File: src/rtl/mcc_pkg.sv
// mcc_pkg: shared types and constants for the MCC command traffic generator.
//   request_t    - controller command encodings
//   tgen_mode_t  - generator address/request pattern
//   tgen_state_t - generator FSM states
//   LFSR tap positions and feedback helper for the 40-bit address LFSR
package mcc_pkg;

  typedef enum logic [2:0] {
    RD_R  = 3'b001,
    WR_R  = 3'b010,
    RDA_R = 3'b101,
    WRA_R = 3'b110
  } request_t;

  typedef enum logic [1:0] {
    MODE_PAIR = 2'd0,
    MODE_INCR = 2'd1,
    MODE_LFSR = 2'd2,
    MODE_RSVD = 2'd3
  } tgen_mode_t;

  typedef enum logic [1:0] {
    ST_IDLE  = 2'd0,
    ST_ISSUE = 2'd1,
    ST_GAP   = 2'd2,
    ST_DONE  = 2'd3
  } tgen_state_t;

  localparam int unsigned LFSR_TAP0 = 39;
  localparam int unsigned LFSR_TAP1 = 37;
  localparam int unsigned LFSR_TAP2 = 20;
  localparam int unsigned LFSR_TAP3 = 18;

  function automatic logic lfsr_fb(input logic [39:0] a);
    return a[LFSR_TAP0] ^ a[LFSR_TAP1] ^ a[LFSR_TAP2] ^ a[LFSR_TAP3];
  endfunction

endpackage

File: src/rtl/mcc_traffic_gen_if.sv
// mcc_traffic_gen_if: controller command bus driven by the traffic generator.
//   cmd_rdy  - command valid this cycle (generator -> controller)
//   log_addr - command logical address   (generator -> controller)
//   request  - command type              (generator -> controller)
//   busy     - controller cannot accept  (controller -> generator)
interface mcc_traffic_gen_if
  import mcc_pkg::*;
#(
  parameter int unsigned ADDR_W = 40
) ();

  logic              cmd_rdy;
  logic [ADDR_W-1:0] log_addr;
  request_t          request;
  logic              busy;

  modport master (output cmd_rdy, output log_addr, output request, input  busy);
  modport slave  (input  cmd_rdy, input  log_addr, input  request, output busy);

endinterface

File: src/rtl/mcc_lfsr.sv
// mcc_lfsr: Fibonacci shift-left LFSR holding the generator address.
//   clk_i   - clock, rising edge
//   rst_ni  - asynchronous active-low reset (value -> 0)
//   load_i  - load seed_i (has priority over adv_i)
//   seed_i  - seed value
//   adv_i   - advance one step
//   value_o - current LFSR value
// Feedback uses taps 39/37/20/18, so W must be at least 40.
module mcc_lfsr
  import mcc_pkg::*;
#(
  parameter int unsigned W = 40
) (
  input  logic         clk_i,
  input  logic         rst_ni,
  input  logic         load_i,
  input  logic [W-1:0] seed_i,
  input  logic         adv_i,
  output logic [W-1:0] value_o
);

  logic [W-1:0] lfsr_q;

  always_ff @(posedge clk_i or negedge rst_ni) begin
    if (!rst_ni) begin
      lfsr_q <= '0;
    end else if (load_i) begin
      lfsr_q <= seed_i;
    end else if (adv_i) begin
      lfsr_q <= {lfsr_q[W-2:0], lfsr_fb(lfsr_q[39:0])};
    end
  end

  assign value_o = lfsr_q;

endmodule

File: src/rtl/mcc_traffic_gen.sv
// mcc_traffic_gen: programmable command-stream generator for the controller
// command input. Issues num_cmds commands separated by gap idle cycles in
// PAIR (WRA/RDA pairs), INCR (fixed request) or LFSR (pseudo-random address)
// mode.
//   CK_t, reset_n        - clock / asynchronous active-low reset
//   start                - begin a run (sampled only when idle)
//   mode, base_addr      - pattern select, first address / LFSR seed
//   num_cmds, gap        - command count, idle cycles between commands
//   req_sel              - request used in INCR mode
//   cmd (master)         - cmd_rdy / log_addr / request out, busy in
//   active, done, issued - run status, end-of-run pulse, issued count
// Optional: define MCC_TGEN_STALL_CNT_EN to add the stall_cnt output
// (ISSUE cycles with busy high, saturating, cleared on start).
module mcc_traffic_gen
  import mcc_pkg::*;
#(
  parameter int unsigned       ADDR_W      = 40,
  parameter int unsigned       CNT_W       = 16,
  parameter int unsigned       GAP_W       = 8,
  parameter logic [ADDR_W-1:0] ADDR_STRIDE = 64,
  parameter logic [ADDR_W-1:0] LFSR_SEED   = 1
) (
  input  logic              CK_t,
  input  logic              reset_n,
  input  logic              start,
  input  logic [1:0]        mode,
  input  logic [ADDR_W-1:0] base_addr,
  input  logic [CNT_W-1:0]  num_cmds,
  input  logic [GAP_W-1:0]  gap,
  input  request_t          req_sel,
  mcc_traffic_gen_if.master cmd,
  output logic              active,
  output logic              done,
  output logic [CNT_W-1:0]  issued
`ifdef MCC_TGEN_STALL_CNT_EN
  ,
  output logic [CNT_W-1:0]  stall_cnt
`endif
);

  tgen_state_t       state_q;
  tgen_mode_t        mode_q;
  logic [ADDR_W-1:0] addr_q;
  logic [CNT_W-1:0]  num_q;
  logic [CNT_W-1:0]  issued_q;
  logic [GAP_W-1:0]  gap_q;
  logic [GAP_W-1:0]  gcnt_q;
  request_t          req_sel_q;
  logic              phase_q;     // PAIR: 0 = WRA next, 1 = RDA next
  logic              cmd_rdy_q;
  logic [ADDR_W-1:0] log_addr_q;
  request_t          request_q;
  logic              active_q;
  logic              done_q;

  logic              accept;
  logic              issue_fire;
  logic [CNT_W-1:0]  issued_d;
  logic [ADDR_W-1:0] lfsr_val;
  logic [ADDR_W-1:0] lfsr_seed;
  logic [ADDR_W-1:0] cur_addr;
  request_t          cur_req;

  assign accept     = (state_q == ST_IDLE) && start;
  assign issue_fire = (state_q == ST_ISSUE) && !cmd.busy;
  assign issued_d   = issued_q + CNT_W'(1);
  assign lfsr_seed  = (base_addr == '0) ? LFSR_SEED : base_addr;

  mcc_lfsr #(
    .W (ADDR_W)
  ) u_lfsr (
    .clk_i   (CK_t),
    .rst_ni  (reset_n),
    .load_i  (accept),
    .seed_i  (lfsr_seed),
    .adv_i   (issue_fire && (mode_q == MODE_LFSR)),
    .value_o (lfsr_val)
  );

  always_comb begin
    cur_addr = addr_q;
    cur_req  = req_sel_q;
    case (mode_q)
      MODE_PAIR: cur_req = phase_q ? RDA_R : WRA_R;
      MODE_LFSR: begin
        cur_addr = lfsr_val;
        cur_req  = lfsr_val[0] ? WR_R : RD_R;
      end
      default: ;
    endcase
  end

  always_ff @(posedge CK_t or negedge reset_n) begin
    if (!reset_n) begin
      state_q    <= ST_IDLE;
      mode_q     <= MODE_PAIR;
      addr_q     <= '0;
      num_q      <= '0;
      issued_q   <= '0;
      gap_q      <= '0;
      gcnt_q     <= '0;
      req_sel_q  <= RD_R;
      phase_q    <= 1'b0;
      cmd_rdy_q  <= 1'b0;
      log_addr_q <= '0;
      request_q  <= RD_R;
      active_q   <= 1'b0;
      done_q     <= 1'b0;
    end else begin
      done_q <= 1'b0;
      case (state_q)
        ST_IDLE: begin
          cmd_rdy_q <= 1'b0;
          if (start) begin
            mode_q    <= tgen_mode_t'(mode);
            addr_q    <= base_addr;
            num_q     <= num_cmds;
            gap_q     <= gap;
            req_sel_q <= req_sel;
            phase_q   <= 1'b0;
            issued_q  <= '0;
            if (num_cmds != '0) begin
              active_q <= 1'b1;
              state_q  <= ST_ISSUE;
            end else begin
              state_q  <= ST_DONE;
            end
          end
        end
        ST_ISSUE: begin
          if (cmd.busy) begin
            cmd_rdy_q <= 1'b0;
          end else begin
            cmd_rdy_q  <= 1'b1;
            log_addr_q <= cur_addr;
            request_q  <= cur_req;
            issued_q   <= issued_d;
            // PAIR holds the address across WRA/RDA; LFSR steps in mcc_lfsr.
            case (mode_q)
              MODE_PAIR: begin
                phase_q <= ~phase_q;
                if (phase_q) addr_q <= addr_q + ADDR_STRIDE;
              end
              MODE_LFSR: ;
              default:   addr_q <= addr_q + ADDR_STRIDE;
            endcase
            if (issued_d == num_q) begin
              state_q <= ST_DONE;
            end else if (gap_q != '0) begin
              gcnt_q  <= gap_q;
              state_q <= ST_GAP;
            end
          end
        end
        ST_GAP: begin
          cmd_rdy_q <= 1'b0;
          gcnt_q    <= gcnt_q - GAP_W'(1);
          if (gcnt_q == GAP_W'(1)) state_q <= ST_ISSUE;
        end
        ST_DONE: begin
          cmd_rdy_q <= 1'b0;
          done_q    <= 1'b1;
          active_q  <= 1'b0;
          state_q   <= ST_IDLE;
        end
        default: state_q <= ST_IDLE;
      endcase
    end
  end

`ifdef MCC_TGEN_STALL_CNT_EN
  logic [CNT_W-1:0] stall_q;

  always_ff @(posedge CK_t or negedge reset_n) begin
    if (!reset_n) begin
      stall_q <= '0;
    end else if (accept) begin
      stall_q <= '0;
    end else if ((state_q == ST_ISSUE) && cmd.busy && (stall_q != '1)) begin
      stall_q <= stall_q + CNT_W'(1);
    end
  end

  assign stall_cnt = stall_q;
`endif

  assign cmd.cmd_rdy  = cmd_rdy_q;
  assign cmd.log_addr = log_addr_q;
  assign cmd.request  = request_q;
  assign active       = active_q;
  assign done         = done_q;
  assign issued       = issued_q;

endmodule

File: src/flat_wrapper.sv
// flat-port wrapper written by rule: the top's interface ports become plain ports
module mcc_traffic_gen_flat import mcc_pkg::*;
#(
  parameter int unsigned       ADDR_W      = 40,
  parameter int unsigned       CNT_W       = 16,
  parameter int unsigned       GAP_W       = 8,
  parameter logic [ADDR_W-1:0] ADDR_STRIDE = 64,
  parameter logic [ADDR_W-1:0] LFSR_SEED   = 1
)
  (CK_t, reset_n, start, mode, base_addr, num_cmds, gap, req_sel, active, done, issued, cmd_cmd_rdy, cmd_log_addr, cmd_request, cmd_busy);
  mcc_traffic_gen_if #(.ADDR_W(ADDR_W)) cmd_i ();
  input  logic CK_t;
  input  logic reset_n;
  input  logic start;
  input  logic [1:0] mode;
  input  logic [ADDR_W-1:0] base_addr;
  input  logic [CNT_W-1:0] num_cmds;
  input  logic [GAP_W-1:0] gap;
  input  request_t req_sel;
  output logic active;
  output logic done;
  output logic [CNT_W-1:0] issued;
  output wire logic [$bits(cmd_i.cmd_rdy)-1:0] cmd_cmd_rdy;
  output wire logic [$bits(cmd_i.log_addr)-1:0] cmd_log_addr;
  output wire logic [$bits(cmd_i.request)-1:0] cmd_request;
  input wire logic [$bits(cmd_i.busy)-1:0] cmd_busy;
  assign cmd_cmd_rdy = cmd_i.cmd_rdy;
  assign cmd_log_addr = cmd_i.log_addr;
  assign cmd_request = cmd_i.request;
  assign cmd_i.busy = cmd_busy;
  mcc_traffic_gen #(.ADDR_W(ADDR_W), .CNT_W(CNT_W), .GAP_W(GAP_W), .ADDR_STRIDE(ADDR_STRIDE), .LFSR_SEED(LFSR_SEED)) u_core (.CK_t(CK_t), .reset_n(reset_n), .start(start), .mode(mode), .base_addr(base_addr), .num_cmds(num_cmds), .gap(gap), .req_sel(req_sel), .cmd(cmd_i), .active(active), .done(done), .issued(issued));
endmodule
File: config.mk
export PLATFORM = sky130hd
export DESIGN_NAME = mcc_traffic_gen_flat
export DESIGN_NICKNAME = d
export VERILOG_FILES = /design/src/rtl/mcc_pkg.sv /design/src/rtl/mcc_traffic_gen_if.sv /design/src/rtl/mcc_lfsr.sv /design/src/rtl/mcc_traffic_gen.sv /design/src/flat_wrapper.sv
export SDC_FILE = /design/constraint.sdc
export NUM_CORES = 1
export LEC_CHECK = 0
export CAP_MARGIN = 20
export CORE_UTILIZATION = 55
export DETAILED_ROUTE_END_ITERATION = 16
export PLACE_DENSITY = 0.81
export SLEW_MARGIN = 15
export SYNTH_ARGS = -nofsm -noshare
export SYNTH_HDL_FRONTEND = slang
export SYNTH_HIERARCHICAL = 1
export SYNTH_SLANG_ARGS = --single-unit
File: constraint.sdc
create_clock -name CK_t -period 4.97 [get_ports CK_t]
set_clock_uncertainty 0.1 [all_clocks]
set_input_delay 0.994 -clock CK_t [delete_from_list [all_inputs] [get_ports CK_t]]
set_output_delay 0.994 -clock CK_t [all_outputs]
set_load 0.05 [all_outputs]
==> out/qor.csv <==
metric,value,unit
CTS tree,built,
final setup TNS,0,ns
Worst-Margin Slew,0.952,ns
HPWL after DPL,15900,um
Crit Path Max Fanout,66,
# IOs,135,
Synth async-reset ratio,100,%
"top cells by area, synth","dfrtp_1 47%, mux2i_1 8.5%, nand2_1 5.7%",
crit-path most repeated cell,buf_4,
Total Nets Final,1167,
yosys warns,6,
Antenna Cells,0,
CP Class,flip-flop to flip-flop,
Post-Synthesis Cells,1027,
per-cell routed wire length,17.6,um
Die Wd,134,um
R2R setup slack,1.58,ns
drt total wl,23200,um
# rows,47,
hold slack final,0.380,ns
TritonRoute pass-1 iters,5,
Die ar.,18000,um^2
max cap viols,0,
Hold WC Path Type,flip-flop to flip-flop,
XOR/XNOR share of the synthesized area,2.56,%
fraction of layout cells with a size suffix above 1,8.79,%
clk root buf,clkbuf_16,
Critical Path AT,3.64,ns
busiest grt layer,met2,
Post-synth EDFFs,0,
clk buf depth,2,
Sink Count,182,
syn avg cell area,9.36,um^2
Via-to-Cell Ratio,6.00,
Final Critical Period,3.39,ns
post-CTS setup buffer count,0,
RSZ-0062 raised after global routing,false,
Peak VDD IR,0.417,mV
Core Area,16800,um^2
drt initial violations,665,
Synth Flop Type,dfrtp_1,
largest net degree at the start of global routing,105,
"Data required, critical path",5.22,ns
fmax,295,MHz
Compound-Gate Fraction of Synth Area,16.3,%
worst-path cell chain,"nor2b_4, buf_4, nand2b_4, clkinv_1, buf_4, nor2_1, a21oi_4, buf_4, o21ai_0, a22oi_1",
Clock Latency Late Sink,0.44,ns
mapped cell area,9610,um^2
GRT Residual Overflow,0,
Yosys top cell by area,dfrtp_1,
total leakage power,4.56,nW
met3 Track Usage GR,4.91,%
Resized Gates After CTS,0,
first-pass GRT wire length,38600,um
slowest cell on the critical path,dfrtp_1,
syn nets,1104,
"most common cell after layout, fill and taps aside",dfrtp_1,
post-synth cell types,64,
GRT Total Usage,27.0,%
Synth Area in Simple Gates,15.3,%
H-tree depth,4,
IO buf count,134,
Max-Slew Margin vs Limit,36.5,%
crit path launch type,flip-flop,
TritonCTS Buffers,17,
fin crit share,68.3,%
"Largest delay share family, worst path",buffers and inverters,
final antenna-violating net count,0,
hold_buf cts,0,
most frequent cells in the layout,"180 x dfrtp_1, 147 x nand2_1, 133 x clkdlybuf4s50_1",
top cell type's share of synthesized area,46.9,%
Residual DRC,0,
Slowest Stage Delay on Critical Path,0.64,ns
"Seq/Total Area, Yosys",47.4,%
fin. max-slew vios,0,
combinational family with the most area after synthesis,compound AO/OA/AOI/OAI gates,
Power per Cell Area,654,nW/um^2
result of the run,"finished, final reports clean",
Worst setup EP type,flip-flop,
Final setup violation count,0,
Clock transition at path regs,0.06,ns
final hold vios,0,
die height,134,um
Seq cells post-synth,182,
via count,7941,
post-synthesis adder-cell area fraction,0.521,%
RD Place Congestion,0.903,
Initial Util,57.2,%
grt met1 use,36.8,%
area grow syn2layout,19.8,%
multiplexer area fraction after synthesis,12.6,%
"Buf+Inv Stages, Crit Path",4,
initial antenna violation count,0,
met2 usage,44.7,%
vias in the first global route,7550,
final timing paths:
check	depth (start not counted)	startpoint	endpoint
max	10	u_core/state_q[0]	u_core/addr_q[8]
min	2	u_core/cmd.log_addr[9]	u_core/cmd.log_addr[9]
max reg2reg	10	u_core/state_q[0]	u_core/addr_q[8]
min reg2reg	2	u_core/cmd.log_addr[9]	u_core/cmd.log_addr[9]
max in group asynchronous	2	reset_n	u_core/cmd.log_addr[9]
min in group asynchronous	1	reset_n	u_core/issued[5]
cell usage after synthesis (6+ instances only):
| library cell | instances |
|---|---|
| and4_1 | 8 |
| xor2_1 | 8 |
| o21ai_1 | 40 |
| clkbuf_1 | 87 |
| nand3_1 | 24 |
| nand2b_1 | 6 |
| o21ai_0 | 101 |
| mux2i_1 | 82 |
| a21oi_1 | 72 |
| and2_1 | 9 |
| inv_1 | 12 |
| nor4_1 | 17 |
| xnor2_1 | 15 |
| nand2_1 | 147 |
| and3_1 | 6 |
| mux2_2 | 35 |
| nand4_1 | 7 |
| buf_2 | 7 |
| nor2b_1 | 6 |
| o22ai_1 | 20 |
| nor3_1 | 13 |
| dfrtp_1 | 180 |
| o31ai_1 | 9 |
| nor2_1 | 42 |
worst min-delay path: cells and delay by family (launching register included):
kind,cells,cell delay (ns)
flip-flops,1,0.34
AO/OA/AOI/OAI,1,0.06
AND/OR/NAND/NOR,1,0.05
sequential cells by signal (all words and copies together), names as in the netlist, 2 cells and up:
register               flops
u_core/num_q              16
u_core/gcnt_q              8
u_core/gap_q               8
u_core/cmd.request         3
u_core/u_lfsr/value_o     40
u_core/addr_q             40
u_core/issued             16
u_core/cmd.log_addr       40
u_core/state_q             2
u_core/req_sel_q           3
u_core/mode_q              2
cell families (layout without fill, tap and decap cells):
group           after synthesis  after routing
compound gates              278            278
flops                       182            182
fa+ha+maj                     4              4
simple gates                306            306
xor+xnor                     25             25
mux                         117            117
buf+inv                     115            191
cell type report:
class	instances	area, um^2
clock buffer	20	457
clock inverter	12	143
fill	1329	5300
inverter	13	48.8
multi-input combinational	730	4590
sequential	182	4560
tap	220	275
timing repair buffer	146	1440
power by group:
part	switching [mW]	internal, mW
sequential	0.592	2.16
combinational	2.07	1.34
clock	0.592	0.777
total	3.25	4.28
layer usage:
metal | share of wire (%) | up-vias
met2 | 49 | 244
met4 | 1.1 | 0
met1 | 44 | 3914
met3 | 5.2 | 24
met5 | 0 | -
li1 | - | 3759
through the flow:
step	total power [mW]	std cells	cell area (um^2)	setup WS [ns]	util (%)
final	7.54	1323	11500	1.58	68.5
after CTS	7.55	1323	11500	1.63	68.5
after floorplan	5.15	1027	9610	2.04	-
after global routing	8.01	1323	11500	1.39	68.5
after global placement	6.05	1290	10900	1.33	64.9
after detailed placement	6.16	1291	10900	1.24	64.9
No activity file was read; power rests on OpenSTA's default activity.
